--- config.mk ---
export PLATFORM = sky130hd
export DESIGN_NAME = writeback_arbiter
export DESIGN_NICKNAME = d
export VERILOG_FILES = /design/src/rtl/writeback_arbiter_pkg.sv /design/src/rtl/writeback_arbiter_fifo.sv /design/src/rtl/writeback_arbiter.sv
export SDC_FILE = /design/constraint.sdc
export NUM_CORES = 1
export LEC_CHECK = 0
export CORE_MARGIN = 1.5
export CORE_UTILIZATION = 48
export DETAILED_ROUTE_END_ITERATION = 10
export PLACE_DENSITY = 0.79
export SYNTH_ARGS = -nofsm -noshare
export SYNTH_HDL_FRONTEND = slang
export SYNTH_HIERARCHICAL = 1
export SYNTH_SLANG_ARGS = --single-unit
--- constraint.sdc ---
create_clock -name clock -period 3.3 [get_ports clock]
set_input_delay 0.825 -clock clock [delete_from_list [all_inputs] [get_ports clock]]
set_output_delay 0.825 -clock clock [all_outputs]
set_load 0.1 [all_outputs]
--- src/rtl/writeback_arbiter_pkg.sv ---
// Shared types for the register-file writeback arbiter: write-source select
// and the buffered multdiv result entry.
package wb_pkg;

   localparam int unsigned NUM_REGS = 32;
   localparam logic [4:0]  REG_ZERO = 5'd0;

   typedef enum logic [1:0] {
      SRC_NONE,
      SRC_PIPE,
      SRC_MD
   } wb_src_t;

   typedef struct packed {
      logic [4:0]  rd;
      logic [31:0] data;
   } wb_entry_t;

endpackage

--- src/rtl/writeback_arbiter_fifo.sv ---
// Small synchronous FIFO holding multdiv results that lost arbitration to the
// pipeline; depth must be a power of two so the pointers wrap naturally.
module wb_fifo
   import wb_pkg::*;
#(
   parameter int unsigned DEPTH = 2
) (
   input  logic      clk_i,
   input  logic      rst_ni,
   input  logic      push_i,
   input  wb_entry_t data_i,
   input  logic      pop_i,
   output wb_entry_t head_o,
   output logic      full_o,
   output logic      empty_o
);

   localparam int unsigned AW = (DEPTH > 1) ? $clog2(DEPTH) : 1;

   wb_entry_t       mem_q [DEPTH];
   logic [AW-1:0]   wr_ptr_q, rd_ptr_q;
   logic [AW:0]     count_q;
   logic            push_ok, pop_ok;

   assign full_o  = (count_q == (AW+1)'(DEPTH));
   assign empty_o = (count_q == '0);
   assign head_o  = mem_q[rd_ptr_q];
   assign push_ok = push_i & ~full_o;
   assign pop_ok  = pop_i & ~empty_o;

   always_ff @(posedge clk_i or negedge rst_ni) begin
      if (!rst_ni) begin
         wr_ptr_q <= '0;
         rd_ptr_q <= '0;
         count_q  <= '0;
      end else begin
         if (push_ok) wr_ptr_q <= wr_ptr_q + AW'(1);
         if (pop_ok)  rd_ptr_q <= rd_ptr_q + AW'(1);
         case ({push_ok, pop_ok})
            2'b10:   count_q <= count_q + (AW+1)'(1);
            2'b01:   count_q <= count_q - (AW+1)'(1);
            default: count_q <= count_q;
         endcase
      end
   end

   // Storage needs no reset: occupancy is tracked by count_q alone.
   always_ff @(posedge clk_i) begin
      if (push_ok) mem_q[wr_ptr_q] <= data_i;
   end

endmodule

--- src/rtl/writeback_arbiter.sv ---
// Merges pipeline writeback and multdiv results onto the register-file write
// port, tracking pending multdiv destinations to stall decode.
module writeback_arbiter
   import wb_pkg::*;
#(
   parameter int unsigned FIFO_DEPTH = 2,
   parameter int unsigned NUM_REGS   = wb_pkg::NUM_REGS
) (
   input  logic        clock,
   input  logic        ctrl_resetn,
   input  logic        pipe_wen,
   input  logic [4:0]  pipe_rd,
   input  logic [31:0] pipe_data,
   input  logic        md_issue,
   input  logic [4:0]  md_issue_rd,
   input  logic        md_valid,
   input  logic [4:0]  md_rd,
   input  logic [31:0] md_data,
   output logic        md_ready,
   input  logic        dec_valid,
   input  logic [4:0]  dec_rs1,
   input  logic [4:0]  dec_rs2,
   input  logic [4:0]  dec_rd,
   output logic        dec_stall,
   output logic        ctrl_writeEnable,
   output logic [4:0]  ctrl_writeReg,
   output logic [31:0] data_writeReg,
   output logic        err_waw
);

   logic                pipe_sel, md_accept, md_keep, bypass;
   logic                fifo_push, fifo_pop, fifo_full, fifo_empty;
   wb_entry_t           fifo_head, md_entry, md_wr;
   wb_src_t             src;
   logic [NUM_REGS-1:0] pend_q, pend_d;
   logic                we_q, we_d;
   logic [4:0]          wreg_q, wreg_d;
   logic [31:0]         wdata_q, wdata_d;
   logic                err_q, err_d;

   assign md_ready  = ctrl_resetn & ~fifo_full;
   assign md_accept = md_valid & md_ready;
   // r0 results are accepted but dropped here so they never buffer or write.
   assign md_keep   = md_accept & (md_rd != REG_ZERO);
   assign pipe_sel  = pipe_wen & (pipe_rd != REG_ZERO);
   assign md_entry  = '{rd: md_rd, data: md_data};
   assign md_wr     = bypass ? md_entry : fifo_head;

   wb_fifo #(
      .DEPTH (FIFO_DEPTH)
   ) u_fifo (
      .clk_i   (clock),
      .rst_ni  (ctrl_resetn),
      .push_i  (fifo_push),
      .data_i  (md_entry),
      .pop_i   (fifo_pop),
      .head_o  (fifo_head),
      .full_o  (fifo_full),
      .empty_o (fifo_empty)
   );

   always_comb begin
      src      = SRC_NONE;
      bypass   = 1'b0;
      fifo_pop = 1'b0;
      if (pipe_sel) begin
         src = SRC_PIPE;
      end else if (!fifo_empty) begin
         src      = SRC_MD;
         fifo_pop = 1'b1;
      end else if (md_keep) begin
         src    = SRC_MD;
         bypass = 1'b1;
      end
      fifo_push = md_keep & ~bypass;
   end

   always_comb begin
      we_d    = 1'b0;
      wreg_d  = wreg_q;
      wdata_d = wdata_q;
      case (src)
         SRC_PIPE: begin
            we_d    = 1'b1;
            wreg_d  = pipe_rd;
            wdata_d = pipe_data;
         end
         SRC_MD: begin
            we_d    = 1'b1;
            wreg_d  = md_wr.rd;
            wdata_d = md_wr.data;
         end
         default: ;
      endcase
   end

   // Issue is applied after the clear so a same-edge set/clear leaves it set.
   always_comb begin
      pend_d = pend_q;
      if (src == SRC_MD) pend_d[md_wr.rd] = 1'b0;
      if (md_issue && (md_issue_rd != REG_ZERO)) pend_d[md_issue_rd] = 1'b1;
      err_d = err_q | (pipe_sel & pend_q[pipe_rd]);
   end

   always_ff @(posedge clock or negedge ctrl_resetn) begin
      if (!ctrl_resetn) begin
         we_q    <= 1'b0;
         wreg_q  <= '0;
         wdata_q <= '0;
         pend_q  <= '0;
         err_q   <= 1'b0;
      end else begin
         we_q    <= we_d;
         wreg_q  <= wreg_d;
         wdata_q <= wdata_d;
         pend_q  <= pend_d;
         err_q   <= err_d;
      end
   end

   assign dec_stall        = dec_valid & (pend_q[dec_rs1] | pend_q[dec_rs2] | pend_q[dec_rd]);
   assign ctrl_writeEnable = we_q;
   assign ctrl_writeReg    = wreg_q;
   assign data_writeReg    = wdata_q;
   assign err_waw          = err_q;

endmodule

==> flow_summary.json, run 1 <==
{
  "overflow": 0,
  "layout_setup_ws_ns": -0.02470,
  "vias": 6220,
  "crit_buf_inv": 2,
  "status": "complete, but fails checks",
  "worstSkewPairLatency_ns": 0.42,
  "cp.required_ns": 2.47,
  "path_cells": "buf_12 > mux4_2 > mux4_2 > mux2i_2 > a41oi_2 > buf_12",
  "cts_tree": "done",
  "cp_top_family": "multiplexers",
  "die_h_um": 130.5,
  "violations": "negative setup slack",
  "wl_met3_mm": 1.686,
  "maxCapViolations": 0,
  "cp.arrival_ns": 2.50,
  "slew_headroom": 0.3876,
  "finalMaxSlewViolations": 0,
  "start_util": 0.4915,
  "ir_drop_mv": 0.5837,
  "fp.dieW_um": 130.5,
  "synth_fp_nets": 706,
  "clock_path_buffers": 2,
  "utilization": 0.6411,
  "synth_edf_count": 74,
  "critPathKind": "input pin to output pin",
  "ios": 141,
  "cpPeakStageDelay_ns": 0.49,
  "wirelength_mm": 21.91,
  "insertedDiodeCount": 0,
  "port_buffers": 140,
  "drcViolationCount": 0,
  "final_cell_mix": "clkdlybuf4s50_1 (89), buf_4 (77), edfxtp_1 (74)",
  "n_fill_cell": 1192,
  "synth_area_sq_um": 7807,
  "netlist_instances": 605,
  "drtIter0Drc": 642,
  "yosys.area.top_type_share": 0.2846,
  "dp.cells": 962,
  "numCtsBuffers": 17,
  "final_common_cell": "clkdlybuf4s50_1",
  "synth_area_leaders": "edfxtp_1 (28%), dfrtp_1 (24%), mux4_2 (9.8%)",
  "crit_fanout": 8,
  "worstHoldPathType": "input pin to asynchronous set/reset pin",
  "yosysWarningCount": 6,
  "rsz0062_at_grt": "true",
  "period_needed_ns": 3.325,
  "p_leak_nw": 3.980,
  "htreeDepth": 4,
  "path_clk_slew_ns": 0.06,
  "finalSetupViolations": 1,
  "hpwl_mm": 15.67,
  "ant_nets": 0,
  "ys_ff_latch": 149,
  "syn2layout_area_growth_pct": 30.45,
  "worst_setup_path_start_kind": "input pin",
  "worst_pin_slew_ns": 0.9124,
  "dr.pass1.iters": 7,
  "ys_async_sr_fraction": 0.5034,
  "post_synth_num_cell_types": 58,
  "wl_per_cell_um": 22.04,
  "synth_ff_type": "dfrtp_1",
  "drive_above_1_share": 0.2712,
  "yosys.area.top_type": "edfxtp_1",
  "wl_met2_mm": 10.94,
  "hold_violations": 0,
  "fin_nets": 866,
  "post-place-ws_ns": -0.5877,
  "period_share": 1.007,
  "yosysSeqAreaShare": 0.5250,
  "routabilityCongestion": 0.9407,
  "track_usage": 0.2694,
  "clockRootBuffer": "clkbuf_16",
  "routed_via_density": 6.258,
  "antenna_found_initial": 0,
  "fmax_ghz": 0.3008,
  "crit_path_end_kind": "output pin",
  "finalClockSkew_ns": 0.006496,
  "die_area_sq_um": 17040,
  "fin_cells": 994,
  "first_global_vias": 6219,
  "core_sq_um": 15890,
  "maxUsedRoutingLayer": "met4",
  "wl_met1_mm": 8.690,
  "avgSynthCellArea_sq_um": 12.90,
  "grt_first_pass_wirelength_mm": 34.35,
  "slowest_stage": "mux4_2",
  "fp-row-count": 46,
  "grt_max_degree": 47,
  "power_density_nw_per_um2": 852.3,
  "clock_sinks": 149
}
[state kept, by name (all words and copies together), names as in the netlist]
register,flops
ctrl_writeEnable,1
ctrl_writeReg,5
data_writeReg,32
err_waw,1
pend_q,32
u_fifo/count_q,2
u_fifo/mem_q,74
u_fifo/rd_ptr_q,1
u_fifo/wr_ptr_q,1
[per-layer routing]
layer	vias up	track usage
met5	-	0.005882
met2	317	0.4520
met4	0	0.08920
met1	3110	0.3461
met3	54	0.06433
li1	2739	-
[through the flow]
stage               cell area (sq um)  hold WS (ns)  total power [mW]  setup TNS (ns)
floorplan                        7818        0.4644             5.572         -0.5100
global placement                 9610        0.4877             6.636         -0.7451
detailed placement               9610        0.4878             6.734         -0.7276
CTS                             10190        0.2042             8.635        -0.03075
global route                    10180        0.2039             8.986        -0.03598
finish                          10180        0.2171             8.680        -0.02470
[worst reg2reg max path: cells and delay by family, from the launching register on]
family                 cells  cell delay (ns)
buffers and inverters      2             0.33
AND/OR/NAND/NOR            4             0.84
AO/OA/AOI/OAI              2             0.39
flip-flops                 1             0.45
[area by class of cell]
type / instances / area (sq um) / area share
inverter: 24 / 90.09 / 0.008845
multi-input combinational: 389 / 3427 / 0.3365
timing repair buffer: 184 / 1719 / 0.1688
sequential: 149 / 4103 / 0.4028
tap: 216 / 270.3 / 0.02654
clock buffer: 21 / 450.4 / 0.04423
clock inverter: 11 / 125.1 / 0.01228
[timing repair]
| item | in CTS | in global routing |
|---|---|---|
| hold buffers | 0 | 0 |
| resized for setup | 33 | 5 |
| setup buffers | 1 | 0 |
| setup endpoints to repair | 1 | 1 |
| pin swaps | 2 | 2 |
| endpoints found under the hold margin | 0 | 0 |
[power by group]
group          switching (mW)  internal, mW  total, mW  leakage (nW)
combinational            2.36          1.43       3.79          2.15
clock                   0.752          1.14       1.89         0.279
sequential              0.551          2.45       3.00          1.56
[kinds of logic after synthesis]
group	count (synthesis)	share of synthesized area
multiplexers	81	0.1739
AO/OA/AOI/OAI	171	0.1644
AND/OR/NAND/NOR	131	0.08894
flip-flops	149	0.5250
adder cells (fa/ha/maj)	1	0.001602
buffers and inverters	67	0.04055
XOR/XNOR	5	0.005610
[cells in the mapped netlist (all sizes together), types with 4 or more instances]
library cell  number
o22ai             15
mux4              34
nor2              14
a311oi             4
o31a               4
a22o              11
o221ai            32
a22oi             34
a21oi             22
nand4              8
a21o              14
nor2b              9
nand2             54
o21ai             14
nor3               9
clkbuf            16
nand3b             4
inv               24
and4               4
dfrtp             75
mux2i             10
nor3b              9
o31ai              4
mux2              37
nand2b             4
nand3              7
edfxtp            74
buf               27
[path summary, 6_finish.rpt]
check | start | end | slack [ns] | cells past startpoint
worst max-delay path | dec_rs1[0] | dec_stall | -0.02 | 6
worst min-delay path | ctrl_resetn | pend_q[22] | 0.22 | 1
worst max register to register | u_fifo/count_q[0] | u_fifo/mem_q[0][7] | 0.95 | 8
worst min register to register | data_writeReg[15] | data_writeReg[15] | 0.50 | 2
max in group asynchronous | ctrl_resetn | pend_q[31] | 2.27 | 2
min in group clock | data_writeReg[15] | data_writeReg[15] | 0.50 | 2
No activity file was read; power rests on OpenSTA's default activity.
==> run 2, diff against run 1 <==
--- a/config.mk
+++ b/config.mk
@@ -5,10 +5,13 @@
 export SDC_FILE = /design/constraint.sdc
 export NUM_CORES = 1
 export LEC_CHECK = 0
+export CELL_PAD_IN_SITES_DETAIL_PLACEMENT = 1
+export CELL_PAD_IN_SITES_GLOBAL_PLACEMENT = 2
 export CORE_MARGIN = 1.5
-export CORE_UTILIZATION = 48
+export CORE_UTILIZATION = 33
+export CTS_BUF_LIST = sky130_fd_sc_hd__clkbuf_4
 export DETAILED_ROUTE_END_ITERATION = 10
-export PLACE_DENSITY = 0.79
+export PLACE_DENSITY = 0.8
 export SYNTH_ARGS = -nofsm -noshare
 export SYNTH_HDL_FRONTEND = slang
 export SYNTH_HIERARCHICAL = 1
==> flow_summary.json, run 2 (synthesis results as in run 1) <==
{
  "numCtsBuffers": 17,
  "vias": 6145,
  "violations": "negative setup slack",
  "layout_setup_ws_ns": -0.1208,
  "syn2layout_area_growth_pct": 31.17,
  "clockRootBuffer": "clkbuf_4",
  "cts_tree": "done",
  "antenna_found_initial": 3,
  "ios": 141,
  "path_clk_slew_ns": 0.14,
  "finalSetupViolations": 1,
  "period_needed_ns": 3.421,
  "routed_via_density": 5.433,
  "slew_headroom": 0.2245,
  "clock_path_buffers": 2,
  "hpwl_mm": 17.93,
  "cp.arrival_ns": 2.60,
  "die_area_sq_um": 24590,
  "die_h_um": 156.8,
  "worst_pin_slew_ns": 1.160,
  "crit_fanout": 2,
  "worst_setup_path_start_kind": "input pin",
  "drtIter0Drc": 407,
  "top_register": "u_fifo/mem_q",
  "first_global_vias": 6540,
  "routabilityCongestion": 0.8665,
  "drive_above_1_share": 0.3156,
  "fp.dieW_um": 156.8,
  "finalMaxSlewViolations": 0,
  "ant_nets": 0,
  "track_usage": 0.2059,
  "ir_drop_mv": 0.2798,
  "fin_nets": 896,
  "utilization": 0.4389,
  "period_share": 1.037,
  "port_buffers": 140,
  "drcViolationCount": 0,
  "grt_max_degree": 75,
  "core_sq_um": 23330,
  "start_util": 0.3346,
  "fp-row-count": 56,
  "rsz0062_at_grt": "true",
  "worstHoldPathType": "flip-flop to flip-flop",
  "wl_per_cell_um": 21.89,
  "finalClockSkew_ns": 0.02370,
  "hold_violations": 0,
  "grt_first_pass_wirelength_mm": 37.64,
  "crit_path_end_kind": "output pin",
  "cp.required_ns": 2.47,
  "dr.pass1.iters": 5,
  "final_cell_mix": "buf_4 (106), clkdlybuf4s50_1 (89), edfxtp_1 (74)",
  "largest_reg_flops": 74,
  "status": "complete, but fails checks",
  "critPathKind": "input pin to output pin",
  "p_total_mw": 8.115,
  "overflow": 0,
  "clock_sinks": 149,
  "final_common_cell": "buf_4",
  "p_leak_nw": 3.962,
  "wirelength_mm": 24.76,
  "maxCapViolations": 0,
  "htreeDepth": 4,
  "power_density_nw_per_um2": 792.4,
  "fmax_ghz": 0.2923,
  "worstSkewPairLatency_ns": 0.57
}
## run 2: changes by cell type in the layout (fill, tap and decap cells not counted), moves of 2 or more
cell | previous run | this run
buf_12 | 8 | 6
buf_4 | 77 | 106
buf_6 | 2 | 4
clkbuf_1 | 3 | 0
clkbuf_16 | 17 | 0
clkbuf_4 | 0 | 18
clkinv_1 | 0 | 4
clkinv_2 | 3 | 0
dfrtp_1 | 72 | 52
dfrtp_2 | 3 | 23
diode_2 | 0 | 4
dlygate4sd2_1 | 3 | 6
## run 2: worst paths after layout
path                                endpoint  cells past startpoint  slack, ns               from
setup reg to reg                  pend_q[20]                      6       0.57  u_fifo/count_q[0]
setup / recovery                   dec_stall                      6      -0.12         dec_rs1[2]
hold / removal             data_writeReg[11]                      2       0.52  data_writeReg[11]
min in group asynchronous    u_fifo/wr_ptr_q                      2       0.61        ctrl_resetn
hold reg to reg            data_writeReg[11]                      2       0.52  data_writeReg[11]
max in group asynchronous          pend_q[0]                      3       1.44        ctrl_resetn
## run 2: power breakdown
part	internal, mW	leakage, nW	switching [mW]	total [mW]
combinational	1.58	2.28	2.59	4.17
clock	0.390	0.141	0.704	1.09
sequential	2.46	1.54	0.383	2.85
## run 2: metrics by stage
stage / setup slack (ns) / cells / hold slack [ns] / cell area [sq um] / TNS (ns)
after floorplan: -0.5100 / 605 / 0.4644 / 7818 / -0.5100
after global placement: -0.5443 / 1075 / 0.4646 / 9789 / -0.5443
after detailed placement: -0.5960 / 1075 / 0.4755 / 9789 / -0.5960
after CTS: -0.1424 / 1125 / 0.5294 / 10220 / -0.1424
after global routing: -0.2087 / 1130 / 0.5539 / 10240 / -0.2087
final: -0.1208 / 1131 / 0.5222 / 10240 / -0.1208
## run 2: timing repair
item | 4_1_cts | 5_1_grt
hold endpoints to repair | 1 | 0
hold buffers | 1 | 0
setup buffers | 17 | 2
endpoints found under the setup margin | 1 | 1
pin swaps | 3 | 0
gates resized for setup | 44 | 0
## run 2: routing by layer
metal,vias to the layer above,track usage,wire [um]
met3,44,0.03212,1077
met4,0,0.08299,799
met1,3117,0.2567,10300
met2,194,0.3565,12580
met5,-,0,0
li1,2790,-,-
## run 2: worst max-delay path, cell delays in order
cell and delay, ns:
clkdlybuf4s15_1 0.20, mux4_2 0.50, mux4_2 0.47, mux2i_2 0.19
a41oi_2 0.19, buf_12 0.21
## run 2: layout make-up
cell class,count,area [sq um]
tap,319,399.1
sequential,149,4128
timing repair buffer,214,1929
clock buffer,18,135.1
antenna,4,10.01
fill,2441,13090
inverter,24,90.09
clock inverter,14,122.6
multi-input combinational,389,3427
==> run 3, diff against run 2 <==
--- a/config.mk
+++ b/config.mk
@@ -12,6 +12,7 @@
 export CTS_BUF_LIST = sky130_fd_sc_hd__clkbuf_4
 export DETAILED_ROUTE_END_ITERATION = 10
 export PLACE_DENSITY = 0.8
+export REMOVE_ABC_BUFFERS = 1
 export SYNTH_ARGS = -nofsm -noshare
 export SYNTH_HDL_FRONTEND = slang
 export SYNTH_HIERARCHICAL = 1
==> flow_summary.json, run 3 (synthesis results as in run 1) <==
{
  "status": "complete, but fails checks",
  "wirelength_mm": 25.00,
  "track_usage": 0.2098,
  "ir_drop_mv": 0.3789,
  "pwr-share-comb": 0.517,
  "period_share": 1.046,
  "crit-reg2reg-launch": "u_fifo/count_q[0]",
  "whs_endpoint": "err_waw",
  "fp-row-count": 56,
  "die_h_um": 156.8,
  "hpwl_mm": 17.79,
  "period_needed_ns": 3.452,
  "port_buffers": 140,
  "worst_pin_slew_ns": 1.159,
  "grt_first_pass_wirelength_mm": 38.71,
  "grt_max_degree": 71,
  "critPathKind": "input pin to output pin",
  "swShare": 0.4656,
  "drtIter0Drc": 351,
  "worstSkewPairLatency_ns": 0.58,
  "power_density_nw_per_um2": 809.6,
  "crit_fanout": 2,
  "cp.required_ns": 2.47,
  "r2r_end": "u_fifo/mem_q[0][18]",
  "numCtsBuffers": 17,
  "fp.dieW_um": 156.8,
  "reg2reg_depth": 7,
  "cp.arrival_ns": 2.63,
  "worst_setup_path_start_kind": "input pin",
  "largest_reg_flops": 74,
  "fmax_ghz": 0.2897,
  "p_leak_nw": 4.028,
  "met2_usage": 0.3597,
  "p_int_mw": 4.487,
  "rsz0062_at_grt": "true",
  "routed_via_density": 5.508,
  "antenna_found_initial": 1,
  "clockRootBuffer": "clkbuf_4",
  "core_sq_um": 23330,
  "finalSetupViolations": 1,
  "slew_headroom": 0.2258,
  "vias": 6246,
  "maxCapViolations": 0,
  "layout_setup_ws_ns": -0.1516,
  "power_frac_seq": 0.335,
  "violations": "negative setup slack",
  "htreeDepth": 4,
  "die_area_sq_um": 24590,
  "start_util": 0.3346,
  "min_from": "err_waw",
  "fin_nets": 902,
  "finalMaxSlewViolations": 0,
  "top_register": "u_fifo/mem_q",
  "overflow": 0,
  "drive_above_1_share": 0.3292,
  "crit_path_end_kind": "output pin",
  "holdPathStages": 1,
  "syn2layout_area_growth_pct": 32.84,
  "met1_usage": 0.2706,
  "grt.busiest_layer": "met2",
  "ios": 141,
  "first_global_vias": 6667,
  "clock_path_buffers": 2,
  "cts_tree": "done",
  "hold_violations": 0,
  "reg2reg_slack_ns": 0.50,
  "use_met3": 0.03489,
  "path_clk_slew_ns": 0.15,
  "p_sw_mw": 3.909,
  "worstHoldPathType": "flip-flop to flip-flop",
  "final_common_cell": "buf_4",
  "fin_area_sq_um": 10370,
  "clock_sinks": 149,
  "power_frac_clock": 0.148,
  "placed_cell_area_sq_um": 9779,
  "tns_ns": -0.1516,
  "drcViolationCount": 0,
  "finalClockSkew_ns": 0.01906,
  "routabilityCongestion": 0.8833,
  "dr.pass1.iters": 4,
  "final_cell_mix": "buf_4 (112), clkdlybuf4s50_1 (89), edfxtp_1 (74)",
  "ant_nets": 0,
  "wl_per_cell_um": 22.04
}
[run 3: layer usage]
| metal | wire length, um | up-vias |
|---|---|---|
| met5 | 0 | - |
| met1 | 10350 | 3215 |
| met4 | 505 | 0 |
| met3 | 1325 | 40 |
| li1 | - | 2802 |
| met2 | 12820 | 189 |
[run 3: worst max-delay path, cell delays in order]
cell             delay (ns)
clkdlybuf4s15_1        0.21
mux4_2                 0.50
mux4_2                 0.47
mux2i_2                0.23
a41oi_2                0.18
buf_12                 0.20
[run 3: layout make-up]
type                    count  area [sq um]
flip-flops and latches    149          4130
repair buffers            220          1987
clock inverters            15         201.4
inverters                  24         90.09
clock buffers              17         127.6
multi-input cells         389          3433
diodes                      1         2.502
well taps                 319         399.1
fillers                  2437         12960
[run 3: through the flow]
stage / total power [mW] / std cells / setup slack (ns) / util / hold slack (ns)
2_1_floorplan: 5.468 / 562 / -0.6427 / - / 0.4608
3_3_place_gp: 6.752 / 1073 / -0.5637 / 0.4191 / 0.4758
3_5_place_dp: 6.848 / 1073 / -0.6012 / 0.4191 / 0.4733
4_1_cts: 8.356 / 1128 / -0.1474 / 0.4424 / 0.5108
5_1_grt: 8.749 / 1134 / -0.2227 / 0.4445 / 0.5456
6_report: 8.397 / 1134 / -0.1516 / 0.4445 / 0.5085
[run 3: worst max-delay path by stage]
stage,start,end,slack [ns],cells after the start
6_report,dec_rs1[2],dec_stall,-0.15,6
5_1_grt,pend_q[6],dec_stall,-0.22,5
4_1_cts,pend_q[31],dec_stall,-0.15,5
3_5_place_dp,dec_rs1[1],dec_stall,-0.60,6
3_3_place_gp,dec_rs1[0],dec_stall,-0.56,7
2_1_floorplan,dec_rd[0],dec_stall,-0.64,4
[run 3: power groups by stage]
stage	clock network, mW	logic [mW]	registers (mW)
global placement	0	3.79	2.96
global route	1.35	4.55	2.85
CTS	1.28	4.26	2.82
finish	1.25	4.34	2.81
detailed placement	0	3.88	2.97
floorplan	0	1.58	3.88
[run 3: timing repair]
item,CTS,global route
buffers inserted,22,5
hold endpoints to repair,5,0
hold buffers,1,0
resized for setup,45,2
pin swaps,4,1
endpoints found under the setup margin,1,1
